===== config.mk =====
export PLATFORM = sky130hd
export DESIGN_NAME = mul8_tile_sequencer_flat
export DESIGN_NICKNAME = d
export VERILOG_FILES = /design/src/rtl/mul8_tile_sequencer_if.sv /design/src/rtl/mul8_tile_sequencer.sv /design/src/flat_wrapper.sv
export SDC_FILE = /design/constraint.sdc
export NUM_CORES = 1
export LEC_CHECK = 0
export ABC_CLOCK_PERIOD_IN_PS = 3500
export BUFFER_PORTS_ARGS = -buffer_cell sky130_fd_sc_hd__buf_2
export CAP_MARGIN = 10
export CORE_MARGIN = 8
export CORE_UTILIZATION = 40
export CTS_CLUSTER_DIAMETER = 150
export DETAILED_ROUTE_END_ITERATION = 6
export HOLD_SLACK_MARGIN = 0.03
export PLACE_DENSITY = 0.65
export SETUP_SLACK_MARGIN = 0.3
export SLEW_MARGIN = 15
export SYNTH_ARGS = -nofsm -noshare
export SYNTH_HDL_FRONTEND = slang
export SYNTH_SLANG_ARGS = --single-unit
export TNS_END_PERCENT = 1

===== constraint.sdc =====
create_clock -name clk -period 3.5 [get_ports clk]
set_input_delay 0.175 -clock clk [delete_from_list [all_inputs] [get_ports clk]]
set_output_delay 0.175 -clock clk [all_outputs]
set_load 0.01 [all_outputs]

===== src/rtl/mul8_tile_sequencer_if.sv =====
// rtl/mul8_tile_sequencer_if.sv - operand/result/tile handshake bundle for mul8_tile_sequencer
interface mul8_tile_sequencer_if;
  logic        in_valid;
  logic        in_ready;
  logic [7:0]  in_a;
  logic [7:0]  in_b;
  logic [1:0]  mul_a;
  logic [1:0]  mul_b;
  logic        mul_en;
  logic [3:0]  mul_p;
  logic        out_valid;
  logic        out_ready;
  logic [15:0] out_p;

  modport slave (
    input  in_valid, in_a, in_b, mul_p, out_ready,
    output in_ready, mul_a, mul_b, mul_en, out_valid, out_p
  );

  modport master (
    output in_valid, in_a, in_b, mul_p, out_ready,
    input  in_ready, mul_a, mul_b, mul_en, out_valid, out_p
  );
endinterface


===== src/rtl/mul8_tile_sequencer.sv =====
// rtl/mul8_tile_sequencer.sv - 8x8 unsigned multiply via 16 issues to a shared 2x2 tile
module mul8_tile_sequencer #(
  parameter int OPW   = 8,
  parameter int DGW   = 2,
  parameter int NSTEP = 16
) (
  input logic                 clk,
  input logic                 rst,
  mul8_tile_sequencer_if.slave bus
);
  localparam int KW = $clog2(NSTEP);

  typedef enum logic [1:0] {S_IDLE, S_RUN, S_DONE} state_t;

  state_t             r_state;
  logic [KW-1:0]      r_k;
  logic [OPW-1:0]     r_a;
  logic [OPW-1:0]     r_b;
  logic [2*OPW-1:0]   r_acc;
  logic               r_in_ready;
  logic               r_out_valid;
  logic [2*OPW-1:0]   r_out_p;

  logic               w_run;
  logic [DGW-1:0]     w_a_dig;
  logic [DGW-1:0]     w_b_dig;
  logic [3:0]         w_shamt;
  logic [2*OPW-1:0]   w_term;
  logic [2*OPW-1:0]   w_acc_next;

  // k[3:2] walks the a digit, k[1:0] the b digit; weight is the sum of both digit positions
  assign w_run      = (r_state == S_RUN);
  assign w_a_dig    = r_a[{r_k[3:2], 1'b0} +: DGW];
  assign w_b_dig    = r_b[{r_k[1:0], 1'b0} +: DGW];
  assign w_shamt    = {1'b0, r_k[3:2], 1'b0} + {1'b0, r_k[1:0], 1'b0};
  assign w_term     = {{(2*OPW-2*DGW){1'b0}}, bus.mul_p} << w_shamt;
  assign w_acc_next = r_acc + w_term;

  assign bus.mul_en    = w_run;
  assign bus.mul_a     = w_run ? w_a_dig : '0;
  assign bus.mul_b     = w_run ? w_b_dig : '0;
  assign bus.in_ready  = r_in_ready;
  assign bus.out_valid = r_out_valid;
  assign bus.out_p     = r_out_p;

  always_ff @(posedge clk or posedge rst) begin
    if (rst) begin
      r_state     <= S_IDLE;
      r_k         <= '0;
      r_a         <= '0;
      r_b         <= '0;
      r_acc       <= '0;
      r_in_ready  <= 1'b1;
      r_out_valid <= 1'b0;
      r_out_p     <= '0;
    end else begin
      case (r_state)
        S_IDLE: begin
          if (bus.in_valid && r_in_ready) begin
            r_a        <= bus.in_a;
            r_b        <= bus.in_b;
            r_acc      <= '0;
            r_k        <= '0;
            r_in_ready <= 1'b0;
            r_state    <= S_RUN;
          end
        end
        S_RUN: begin
          r_acc <= w_acc_next;
          r_k   <= r_k + 1'b1;
          if (r_k == KW'(NSTEP - 1)) begin
            r_out_p     <= w_acc_next;
            r_out_valid <= 1'b1;
            r_state     <= S_DONE;
          end
        end
        S_DONE: begin
          if (r_out_valid && bus.out_ready) begin
            r_out_valid <= 1'b0;
            r_in_ready  <= 1'b1;
            r_state     <= S_IDLE;
          end
        end
        default: r_state <= S_IDLE;
      endcase
    end
  end
endmodule


===== src/flat_wrapper.sv =====
// flat-port wrapper written by rule: the top's interface ports become plain ports
module mul8_tile_sequencer_flat 
#(
  parameter int OPW   = 8,
  parameter int DGW   = 2,
  parameter int NSTEP = 16
)
  (clk, rst, bus_in_valid, bus_in_a, bus_in_b, bus_mul_p, bus_out_ready, bus_in_ready, bus_mul_a, bus_mul_b, bus_mul_en, bus_out_valid, bus_out_p);
  mul8_tile_sequencer_if bus_i ();
  input logic clk;
  input logic rst;
  input wire logic [$bits(bus_i.in_valid)-1:0] bus_in_valid;
  input wire logic [$bits(bus_i.in_a)-1:0] bus_in_a;
  input wire logic [$bits(bus_i.in_b)-1:0] bus_in_b;
  input wire logic [$bits(bus_i.mul_p)-1:0] bus_mul_p;
  input wire logic [$bits(bus_i.out_ready)-1:0] bus_out_ready;
  output wire logic [$bits(bus_i.in_ready)-1:0] bus_in_ready;
  output wire logic [$bits(bus_i.mul_a)-1:0] bus_mul_a;
  output wire logic [$bits(bus_i.mul_b)-1:0] bus_mul_b;
  output wire logic [$bits(bus_i.mul_en)-1:0] bus_mul_en;
  output wire logic [$bits(bus_i.out_valid)-1:0] bus_out_valid;
  output wire logic [$bits(bus_i.out_p)-1:0] bus_out_p;
  assign bus_i.in_valid = bus_in_valid;
  assign bus_i.in_a = bus_in_a;
  assign bus_i.in_b = bus_in_b;
  assign bus_i.mul_p = bus_mul_p;
  assign bus_i.out_ready = bus_out_ready;
  assign bus_in_ready = bus_i.in_ready;
  assign bus_mul_a = bus_i.mul_a;
  assign bus_mul_b = bus_i.mul_b;
  assign bus_mul_en = bus_i.mul_en;
  assign bus_out_valid = bus_i.out_valid;
  assign bus_out_p = bus_i.out_p;
  mul8_tile_sequencer #(.OPW(OPW), .DGW(DGW), .NSTEP(NSTEP)) u_core (.clk(clk), .rst(rst), .bus(bus_i));
endmodule

# --- After elaboration in Yosys (flattened, before gate mapping) ---
# Index checks and enable logic that the tools add are counted.
classes:
  addsub: 3
  n_eq_ne: 6
  n_shift: 3
  muxes: 16
  n_reduce_logical: 12
op_table:
  columns: ["cell", "n"]
  rows:
  - ["$pmux W16 S2", 1]
  - ["$add A16 B16 Y16", 1]
  - ["$mux W16", 1]
  - ["$shiftx A8 B4 Y2", 2]
  - ["$shl A4 B4 Y16", 1]
  - ["$mux W2", 5]
  - ["$reduce_and A3 Y1", 3]
  - ["$pmux W4 S2", 1]
  - ["$pmux W2 S3", 1]
  - ["$reduce_and A2 Y1", 3]
  - ["$reduce_bool A2 Y1", 3]
  - ["$add A3 B3 Y4", 1]
  - ["$add A4 B1 Y4 const B", 1]
  - ["$eq A4 B4 Y1 const B", 1]
  - ["$mux W1", 4]
  - ["$mux W4", 1]
  - ["$ne A2 B1 Y1 const B", 2]
  - ["$pmux W1 S2", 2]
  - ["$eq A2 B1 Y1 const B", 1]
  - ["$eq A2 B2 Y1 const B", 1]
  - ["$logic_and A1 B1 Y1", 2]
  - ["$logic_not A2 Y1", 1]
  - ["$ne A2 B2 Y1 const B", 1]
totals:
  regBits: 56
  out_inout_bits: 23
  word_cells: 48

# --- Depth between registers and ports, before layout ---
# Gate-level depths: netlist of the first run.
logic_depth:
  word_depth: 4
  depth_mapped: 13
  depth_no_buf: 12

# --- Worst setup path before layout of the first run ---
# OpenSTA, ideal clock, no wires.
synth_path:
  kind: "register to register"
  startpoint: "register u_core.r_k[0]"
  endpoint: "register u_core.r_acc[10]"
  arrival_ns: 3.261
  t_required_ns: 3.378
  setup_slack_ns: 0.118
  stages_incl_launch_ff: 14
  path_buffers: 1
  path_cell_list: "dfrtp_1 ha_1 inv_1 fa_1 clkbuf_1 nand2_1 nor2_1 ha_1 fa_1 a21o_1 a311oi_1 o211ai_1 a21o_1 a32o_1"
synth_between:
  elab_chain_cells: 4
synth_rtl:
  columns: ["element", "line", "rtl"]
  rows:
  - ["start: declaration", "mul8_tile_sequencer.sv:16", "logic [KW-1:0] r_k;"]
  - ["start signal: assignment", "mul8_tile_sequencer.sv:70", "r_k <= r_k + 1'b1;"]
  - ["$add A3 B3 Y4", "mul8_tile_sequencer.sv:35", "assign w_shamt = {1'b0, r_k[3:2], 1'b0} + {1'b0, r_k[1:0], 1'b0};"]
  - ["$shl A4 B4 Y16", "mul8_tile_sequencer.sv:36", "assign w_term = {{(2*OPW-2*DGW){1'b0}}, bus.mul_p} << w_shamt;"]
  - ["$add A16 B16 Y16", "mul8_tile_sequencer.sv:37", "assign w_acc_next = r_acc + w_term;"]
  - ["$pmux W16 S2", "mul8_tile_sequencer.sv:57", "case (r_state)"]
  - ["end signal: assignment", "mul8_tile_sequencer.sv:69", "r_acc <= w_acc_next;"]
  - ["end: declaration", "mul8_tile_sequencer.sv:19", "logic [2*OPW-1:0] r_acc;"]
# Every way passes these cells.
# A chain may end at the register's enable or synchronous reset.

# --- Worst setup path after layout of the first run ---
layout_path:
  startpoint: "register u_core.r_k[2]"
  endpoint: "register u_core.r_out_p[10], in the netlist u_core.bus.out_p[10]"
layout_between:
  elab_chain_cells: 3
  elab_cells_between_ends: 5
  cone_classes: "add/sub: 2; eq/ne: 1; shift: 1; reduce/logical: 1"
layout_rtl:
  columns: ["element", "line", "rtl"]
  rows:
  - ["$add A3 B3 Y4", "mul8_tile_sequencer.sv:35", null]
  - ["$shl A4 B4 Y16", "mul8_tile_sequencer.sv:36", null]
  - ["$add A16 B16 Y16", "mul8_tile_sequencer.sv:37", null]
  - ["end signal: assignment", "mul8_tile_sequencer.sv:72", "r_out_p <= w_acc_next;"]
  - ["end: declaration", "mul8_tile_sequencer.sv:22", "logic [2*OPW-1:0] r_out_p;"]
# Parallel ways exist; a longest one is shown, timed or not.

==> results of run 1 <==
==> worst max path at each step <==
stage                        from                   end  slack [ps]  cells after the start
global route        u_core.r_k[2]      u_core.r_acc[13]          80                     13
finish              u_core.r_k[2]  u_core.bus.out_p[10]         230                     13
detailed placement  u_core.r_k[0]      u_core.r_acc[10]         150                     12
global placement    u_core.r_k[0]      u_core.r_acc[10]         190                     12
floorplan           u_core.r_k[0]      u_core.r_acc[10]         300                     13
CTS                 u_core.r_k[0]      u_core.r_acc[10]         230                     12
==> kinds of logic after synthesis <==
| kind of cell | after synthesis | synth area share [%] |
|---|---|---|
| AOI/OAI and AO/OA | 100 | 19.0 |
| buffers and inverters | 27 | 3.20 |
| DFF | 56 | 39.9 |
| adders and majority gates | 22 | 8.25 |
| xor gates and xnor gates | 7 | 1.74 |
| muxes | 25 | 9.21 |
| and+or+nand+nor | 134 | 18.7 |
==> through the flow <==
step / cells / hold WS (ps)
final: 540 / 63.8
after CTS: 532 / 63.7
after floorplan: 371 / 326
after detailed placement: 523 / 381
after global routing: 540 / 62.2
after global placement: 523 / 363
==> sequential cells by signal, indices dropped and copies added, names as in the netlist <==
signal,count
u_core.r_a,8
u_core.r_state,2
u_core.bus.in_ready,1
u_core.bus.out_valid,1
u_core.r_acc,16
u_core.r_k,4
u_core.bus.out_p,16
u_core.r_b,8
==> cell type report <==
class / count / area [sq um]
Inverter: 11 / 41.3
Multi-Input combinational cell: 288 / 2230
Tap cell: 108 / 135
Clock buffer: 5 / 68.8
Timing Repair Buffer: 69 / 409
Fill cell: 792 / 4330
Clock inverter: 3 / 21.3
Sequential cell: 56 / 1400
==> power by group <==
| group | switching [uW] | internal [uW] | total [uW] |
|---|---|---|---|
| clock network | 242 | 143 | 385 |
| registers | 4.41 | 652 | 657 |
| logic | 48.3 | 30.8 | 79.1 |
| total | 295 | 826 | 1120 |
==> metal layers <==
| metal | routed length, um | GRT usage [%] | vias up |
|---|---|---|---|
| met5 | 0 | 0 | - |
| met4 | 141 | 4.73 | 0 |
| met3 | 355 | 3.34 | 10 |
| met2 | 4510 | 24.2 | 65 |
| met1 | 3920 | 19.2 | 1508 |
| li1 | - | - | 1473 |
==> repair_timing <==
action / 4_1_cts / 5_1_grt
setup buffers: 0 / 8
gates cloned: 0 / 0
endpoints found under the hold margin: 19 / 0
hold buffers: 1 / 0
pin swaps: 0 / 19
gates resized for setup: 4 / 42
setup endpoints to repair: 14 / 18
==> cells in the final DEF, fill, tap and decap left out, types with 3 or more instances in the layout <==
cell type / instances
nor2b_1: 4
mux2i_1: 4
buf_4: 21
o21ai_0: 29
mux2_2: 16
or4_1: 3
o31ai_1: 5
and2_1: 8
dfrtp_1: 54
ha_1: 13
o21a_1: 4
o211ai_1: 4
a22o_1: 4
xnor2_1: 4
a21oi_2: 4
nand3_1: 19
a21oi_1: 12
a221oi_1: 4
nor3_1: 8
nand2_1: 44
xor2_1: 3
clkbuf_8: 5
inv_1: 9
mux4_2: 4
nor2_1: 17
a21o_1: 6
nand2b_1: 11
a211o_1: 4
ha_4: 6
buf_2: 46
==> run summary, run 1 <==
The number of nets produced by synthesis came out at 417. The data arrival time of the worst path is 3500 ps. The floorplan has 34 rows. The final worst-path setup slack is roughly 230 ps. In this run the static leakage power is 0.00191 uW. The worst slew margin relative to its limit is 47.8%. After detailed routing, the number of remaining DRC violations is 0. For this design the ratio of total power to cell area is 260 nW/um^2.

On the critical path the largest part of the delay comes from adder cells. By area the synthesized netlist is led by dfrtp_1, ha_1, mux2_2. The placer congestion estimate is 0.880. The post-route fraction of the period consumed by the critical path is 93.5%. The final number of hold-violating endpoints came out at 0. Synthesis handed over a netlist of 371 instances.

Summed over its instances, the top area cell type makes up 39.1% of the synthesized netlist area. The number of cells on the worst reg-to-reg path is 13. Counting both buffers and inverters, the worst setup path holds a total of 2. The commonest cells after synthesis are dfrtp_1, nand2_1, o21ai_0. The post-synthesis to final-layout area growth is 22.4%. The number of sinks driven by the clock tree came out at 56.

The die is 110 um tall. The max-capacitance violation count is 0. Traced cell by cell, the critical path runs through ha_4 > inv_2 > fa_2 > buf_6 > nand2_4 > nor2_4 > ha_4 > fa_2 > a21o_1 > a311oi_4 > o211ai_1 > a21o_1 > a31o_2.

After detailed routing, the average wire length per cell comes to 16.5 um. The detail route stage leaves a number of antenna-violating nets equal to 0. The number of antenna violations at the first check in global routing came out at 0. The category of the most critical setup path is reg2reg.

The required time of the critical path came out at roughly 3700 ps. The maximum fanout along the worst path is 5. The number of input and output port buffers inserted is 46. The remaining global-route overflow came out at 0. Once placement finished, the instance area stood at 3930 sq um. The share of cells above drive strength 1 is 31.9%. The run finished with clean final reports.

The share of synthesized registers carrying an async set or reset is 100%. After routing, the total negative slack on setup checks comes to 0 ps. Setup violations remaining at the end of the flow were counted as 0. The average instance area after synthesis came out at 9.48 sq um. Pin placement for this block handled 47 I/O pins. After routing the design area is 4310 sq um.

The tightest min-delay check is of the in2reg type. The core occupancy in the finished layout came out at 49.9%. The die footprint is 12100 sq um. The floorplan step defined a core boundary enclosing 8640 sq um. The register bit total from synthesis came out at 56. The launching point of the worst reg2reg path is u_core.r_k[2]. The initial standard-cell utilization of the core is 40.7%. Entering global routing, the biggest net connects 37 pins. The post-synthesis instance area came out at 3520 sq um. The worst vdd rail ir drop is roughly 150 uV. The highest clock rate came out at 306 MHz. The clock passes through at most 2 buffers. The final count of pins violating max slew is 0. The number of buffers added by the clock tree synthesis step is 5. The most instantiated library cell after synthesis is dfrtp_1. The slew at the pin closest to its max-slew limit came out at 782 ps. The worst-path cell with the longest stage delay is fa_2. TritonCTS built the clock tree. The per-cell via count in the routed design came out at about 5.7. The Yosys step of the flow raised 0 warnings. The first global-routing pass estimated 14400 um of wire. The routed design has just under 9000 um of wire.

The startpoint type of the worst setup path is a register. The insertion delay to the later sink of the worst-skew pair is 330 ps. In the synthesized netlist the dominant register cell turns out to be dfrtp_1. The antenna diode count is 0. The via count of the first global-routing pass came out at 2971.

In this run the most critical hold path is launched from bus_in_a[1]. Of all cell types, the one taking the most synthesized area is dfrtp_1. The count of routing violations after the opening detailed-route iteration is 158. The power after layout is 1120 uW.

The setup slack on the worst flop-to-flop path came out at 230 ps. The global-route usage over all layers came out at 14.9%. The clock transition time at the flip-flop clock pins of the worst setup and hold paths came out at 120 ps. The path with the worst hold slack has its endpoint at u_core.r_a[1]. In this run the number of H-tree levels came out at 2.

STA classifies the critical path endpoint as a register. Setup repair after global routing could not meet its margin everywhere. After legalization and detailed placement, the total HPWL measured slightly above 6000 um. The hold-critical path depth came out at 2.

The first-pass iteration count of the detailed router is 5. The shortest period the worst path allows is roughly 3300 ps. The horizontal die dimension came out at 110 um. The tree is rooted in a clkbuf_8.

The sequential fraction of the synthesis area came out at ~40%. The count of unique library cells instantiated by Yosys came out at between 50 and 60. The final layout net count came out at 477.

The peak per-stage delay on the critical path is 470 ps. The via count is 3056. In this run the critical register-to-register path is captured at u_core.bus.out_p[10]. The final setup skew is 16.0 ps. Yosys mapped a number of flops with a built-in enable equal to 0. OpenSTA, run right after detailed placement, puts the worst setup slack at 153 ps.
(Power assumes the default switching activity.)
==> run 2, diff against run 1 <==
- BUFFER_PORTS_ARGS: -buffer_cell sky130_fd_sc_hd__buf_2 -> -buffer_cell sky130_fd_sc_hd__buf_4
- CORE_ASPECT_RATIO: default -> 2
- TNS_END_PERCENT: 1 -> default
==> run summary, run 2 (synthesized netlist as in run 1, its figures left out) <==
The run finished with clean final reports. By startpoint and endpoint, the worst setup path is classified as reg2reg. The placer congestion estimate is 0.886. The final number of hold-violating endpoints is 0.

From synthesis to final layout, the design area changed by 27.3%. After clock tree synthesis, the clock-pin slew on the worst setup and hold paths is 80 ps. Of the total power, the share spent switching nets is 22.9%. For this run, the post-layout net count is around 480. The register share of total power came out at 48.9%. The hold-critical path depth is 2.

The buffer type at the clock tree root is clkbuf_16. The worst slew margin relative to its limit came out at 29.0%. The power density over cell area came out at between 200 and 300 nW/um^2. The nature of the critical path endpoint is a register. The number of antenna violations at the first check in global routing is 0. The max-capacitance violation count is 0. The number of remaining DRC errors is 0. In this run the remaining antenna-violating nets after routing total 0. Leaving out fill and tap cells, the most frequent cell in the layout is buf_4. TritonCTS built the clock tree. The antenna diode count is 0. Based on the critical path, the design can be clocked at up to approximately 310 MHz.

The number of rows created at floorplan is 48. The initial standard-cell utilization of the core is 41.0%. The total negative setup slack came out at 0 ps. Once detailed placement completed, the half-perimeter wirelength came to 7090 um.

The portion of total power attributed to combinational logic came out at 6.7%. The final count of pins violating max slew came out at 0. The maximum level of the CTS H-tree came out at 2. The final-report setup violation count is 0.

The top-level I/O count is between 40 and 50. The data arrival time of the worst path came out at 3420 ps. Setup repair after global routing could not meet its margin everywhere.

The internal power of the cells totals 1030 uW. Measured in cells, the most critical reg-to-reg path has a length of 12. The number of buffers added by the clock tree synthesis step is 5. After global routing the overflow that remains totals 0. The count of routing violations after the opening detailed-route iteration is 251. The wire length of the first global-routing pass came out at 15400 um. The class of the worst hold path is in2reg.

The clock network fraction of total power is approximately 44%. The clock tree buffer depth is 2. The smallest clock period supported by the final layout is computed as 3220 ps. The floorplan die height is 149 um. The area of the core region came out at 8590 sq um. The number of sinks driven by the clock tree is 56. The slew at the pin closest to its max-slew limit came out at 1060 ps. The reported net switching power is a little over 300 uW. The insertion delay to the later sink of the worst-skew pair came out at 300 ps.

The first detailed-routing pass ran for 5 iterations. Summing internal, switching and leakage power gives ~1300 uW. The maximum fanout along the worst path came out at 6. After detailed routing, the average wire length per cell comes to 18.5 um. Summing over every cut layer, the via total after detailed routing is 3131.

The required time of the critical path came out at 3690 ps. The count of buffers added on input and output ports is 46. The total length of routed wires came out at ~10000 um. The share of cells above drive strength 1 is 32.3%.

The final setup skew came out at 6.48 ps. The per-cell via count in the routed design came out at 5.83. The global-route usage over all layers came out at 16.0%. In the layout the commonest cells are buf_4, dfrtp_1, nand2_1, o21ai_0, nor2_1. The horizontal die dimension is 82.3 um. The die footprint came out at 12200 sq um. The leakage power is 0.00202 uW. STA classifies the critical path startpoint as a register. The pin count of the biggest net entering global routing came out at 32. The worst vdd rail ir drop came out at 199 uV. The via count of the first global-routing pass is 3223. The final critical path takes up 92.1% of the cycle.
## run 2: timing repair
| action | 4_1_cts | 5_1_grt |
|---|---|---|
| hold buffers | 1 | 0 |
| pin swaps | 4 | 19 |
| setup buffers | 3 | 9 |
| setup endpoints to repair | 14 | 18 |
| endpoints found under the hold margin | 29 | 0 |
| gates resized for setup | 6 | 29 |
## run 2: per-stage QoR
stage | hold slack [ps] | instances | setup WS, ps | util (%) | cell area (sq um)
final | 96.5 | 537 | 276 | 52.2 | 4480
after global routing | 94.7 | 537 | 165 | 52.2 | 4480
after CTS | 97.0 | 528 | 262 | 49.7 | 4270
after global placement | 311 | 516 | 118 | 47.1 | 4040
after detailed placement | 316 | 516 | 112 | 47.1 | 4040
after floorplan | 326 | 371 | 304 | - | 3530
## run 2: layer usage
| metal | vias up | routed length [um] | track usage, % |
|---|---|---|---|
| li1 | 1487 | - | - |
| met1 | 1524 | 3460 | 15.2 |
| met2 | 100 | 5730 | 31.0 |
| met3 | 20 | 414 | 1.93 |
| met4 | 0 | 327 | 8.05 |
| met5 | - | 0 | 0 |
## run 2: layout make-up
class / count / area (sq um)
clock inverter: 3 / 47.5
timing repair buffer: 74 / 572
sequential: 56 / 1400
multi-input combinational: 288 / 2160
clock buffer: 5 / 125
fill: 772 / 4110
tap: 100 / 125
inverter: 11 / 41.3
## run 2: worst paths after layout
check,to,slack [ps],startpoint
max,u_core.bus.out_p[10],280,u_core.r_k[0]
min,u_core.r_a[0],100,bus_in_a[0]
max reg2reg,u_core.bus.out_p[10],280,u_core.r_k[0]
min reg2reg,u_core.bus.out_p[1],480,u_core.bus.out_p[1]
max in group asynchronous,u_core.r_acc[14],2160,rst
min in group asynchronous,u_core.r_b[4],520,rst
## run 2: power by group through the flow
stage / sequential [uW] / clock [uW] / combinational [uW]
CTS: 656 / 608 / 83.2
detailed placement: 669 / 0 / 81.6
floorplan: 669 / 0 / 40.0
global placement: 669 / 0 / 79.2
finish: 656 / 596 / 89.6
global route: 657 / 634 / 98.8
## run 2: critical path, cell delays in order, from the launching register on
cell	delay [ps]
dfrtp_2	430
ha_4	160
inv_2	50
fa_2	480
nand2_2	140
nor2_2	40
ha_2	210
fa_2	390
a21o_1	230
a311oi_4	390
o211ai_1	180
a21o_1	200
a31o_2	220
==> run 3, diff against run 2 <==
- SETUP_SLACK_MARGIN: 0.3 -> 0.4
==> run summary, run 3 (synthesized netlist as in run 1, its figures left out) <==
The placer congestion estimate is between 0.9 and 1. The final count of pins violating max slew was 0. The data arrival time of the worst path is approximately 3400 ps.

The final cell count without fillers came out at between 500 and 600. The category of the most critical setup path is reg2reg. The H-tree was split into 2 levels. The number of buffers added by the clock tree synthesis step came out at 5. The first-pass iteration count of the detailed router came out at 4.

The flow ran to the end, and the final reports show no timing, DRC or antenna violations. The via count of the first global-routing pass is 3297. The number of buffers inserted for hold repair after clock tree synthesis came out at 0. The final setup skew is 6.69 ps. The number of cells on the worst reg-to-reg path is 13. The area of the core region came out at 8590 sq um.

The worst-path cell with the longest stage delay is fa_2. Wires add up to slightly above 10000 um. The per-cell via count in the routed design came out at 5.81. For this block, the initial DRC count from the detailed router was 142.

Power comes to 1270 uW. The clock transition time at the flip-flop clock pins of the worst setup and hold paths came out at 80 ps. The average wire per standard cell came out at 18.5 um. The worst hold-check slack came out at 14.5 ps.

After routing, the total negative slack on setup checks comes to 0 ps. The floorplan die height came out at around 150 um. Before CTS, the worst setup slack after placement is 199 ps. The antenna violation net count after detailed routing came out at 0.

The shortest period the worst path allows came out at 3130 ps. The post-synthesis to final-layout area growth is 33.7%. The final-report setup violation count is 0.

The final layout net count is 493. The highest clock rate is 320 MHz. The most prevalent standard cell on the critical path is fa_2.

The slew at the pin closest to its max-slew limit is 1080 ps. The peak per-stage delay on the critical path came out at 580 ps. The number of rows created at floorplan is 48. The buffer type at the clock tree root is clkbuf_16. The pin count of the biggest net entering global routing came out at 50. The first global-routing pass estimated 16100 um of wire. The leakage power came out at 0.00210 uW. The share of cells above drive strength 1 is 38.4%.

After global routing the overflow that remains totals 0. The worst setup path is captured at a register. The antenna diode count came out at 0.

The cell count after placement is about 520. The number of antenna violations at the first check in global routing is 0. The number of remaining DRC errors came out at 0. The final worst-path setup slack is 372 ps. Power spread over the standard cell area amounts to approximately 270 nW/um^2.

The TritonCTS clock tree is built. The clock tree buffer depth came out at 2. From left edge to right edge, the die measures 82.3 um.

The worst setup path is launched from a register. The maximum fanout along the worst path came out at 5. The clock drives between 50 and 60 sinks. Setup repair after global routing could not meet its margin everywhere. The insertion delay to the later sink of the worst-skew pair is around 300 ps. The library cell used most frequently in the layout, excluding fill and tap cells, is buf_4. Port buffering added between 40 and 50 buffers. The die footprint came out at 12200 sq um. The final number of hold-violating endpoints was 0. The top-level I/O count came out at 47.

The via count came out at 3182. The critical path goes through ha_4 > inv_2 > fa_2 > nand2_2 > nor2_2 > ha_2 > fa_2 > a21o_1 > a311oi_4 > buf_4 > o21a_1 > or4_1 > nand3_1. The worst slew margin relative to its limit came out at 27.8%. Once the floorplan was initialized, standard cells occupied 41.0% of the core.

The max-capacitance violation count came out at 0. The required time of the critical path came out at 3740 ps. In this run the worst hold path is classified as in2async. The worst vdd rail ir drop is 202 uV. The library cells used most frequently in the layout, excluding fill and tap cells, are buf_4, dfrtp_1, nand2_1, o21ai_0, nand3_1.

After layout, the worst path uses 89.4% of the clock period. The global-route usage over all layers came out at 16.9%. The sum of net half-perimeters after detailed placement is 7040 um.
==> run 3: cell types whose count changed in the layout (fill, tap and decap cells not counted), moves of 3 or more <==
cell and delta:
ha_2 -3, nor2_1 -3, buf_4 +12, o21ai_0 -5, o21ai_1 +3, ha_4 +3
==> run 3: worst max-delay path, delay by kind of cell, from the launching register on <==
| family | cells | cell delay [ps] |
|---|---|---|
| flops | 1 | 400 |
| fa+ha+maj | 4 | 1140 |
| simple gates | 4 | 810 |
| buf+inv | 2 | 200 |
| compound gates | 3 | 530 |
==> run 3: repair_timing <==
action                     CTS  global route
buffers inserted            10            12
gates cloned                 0             1
resized for setup           28            40
setup endpoints to repair   16            18
pin swaps                   20            32
==> run 3: path summary, 6_finish.rpt <==
check	endpoint	slack [ps]	from
setup / recovery	u_core.r_acc[12]	370	u_core.r_k[2]
hold / removal	u_core.r_b[5]	10	rst
setup reg to reg	u_core.r_acc[12]	370	u_core.r_k[2]
hold reg to reg	u_core.bus.out_p[1]	490	u_core.bus.out_p[1]
max in group asynchronous	u_core.bus.out_p[7]	2840	rst
min in group clk	u_core.r_a[2]	100	bus_in_a[2]
==> run 3: per-layer routing <==
| metal | GRT usage [%] | share of wire [%] | vias up |
|---|---|---|---|
| met1 | 16.4 | 35 | 1559 |
| met3 | 2.06 | 4.4 | 22 |
| met4 | 9.82 | 3.6 | 0 |
| li1 | - | - | 1521 |
| met2 | 31.6 | 57 | 80 |
| met5 | 0 | 0 | - |
==> run 3: power by group <==
group	internal, uW	switching (uW)	total (uW)
clock network	271	254	525
logic	40.1	51.0	91.0
registers	652	4.38	656
total	963	309	1270
==> run 3: cell type report <==
type	count	area [sq um]
clock buffer	5	125
fill	726	3880
inverter	11	42.5
clock inverter	3	25.0
multi-input combinational	289	2340
sequential	56	1410
tap	100	125
timing repair buffer	84	638
==> run 3: metrics by stage <==
stage / util [%] / cell area [sq um]
floorplan: - / 3540
detailed placement: 47.3 / 4060
global route: 54.8 / 4700
CTS: 51.6 / 4430
global placement: 47.3 / 4060
finish: 54.8 / 4700
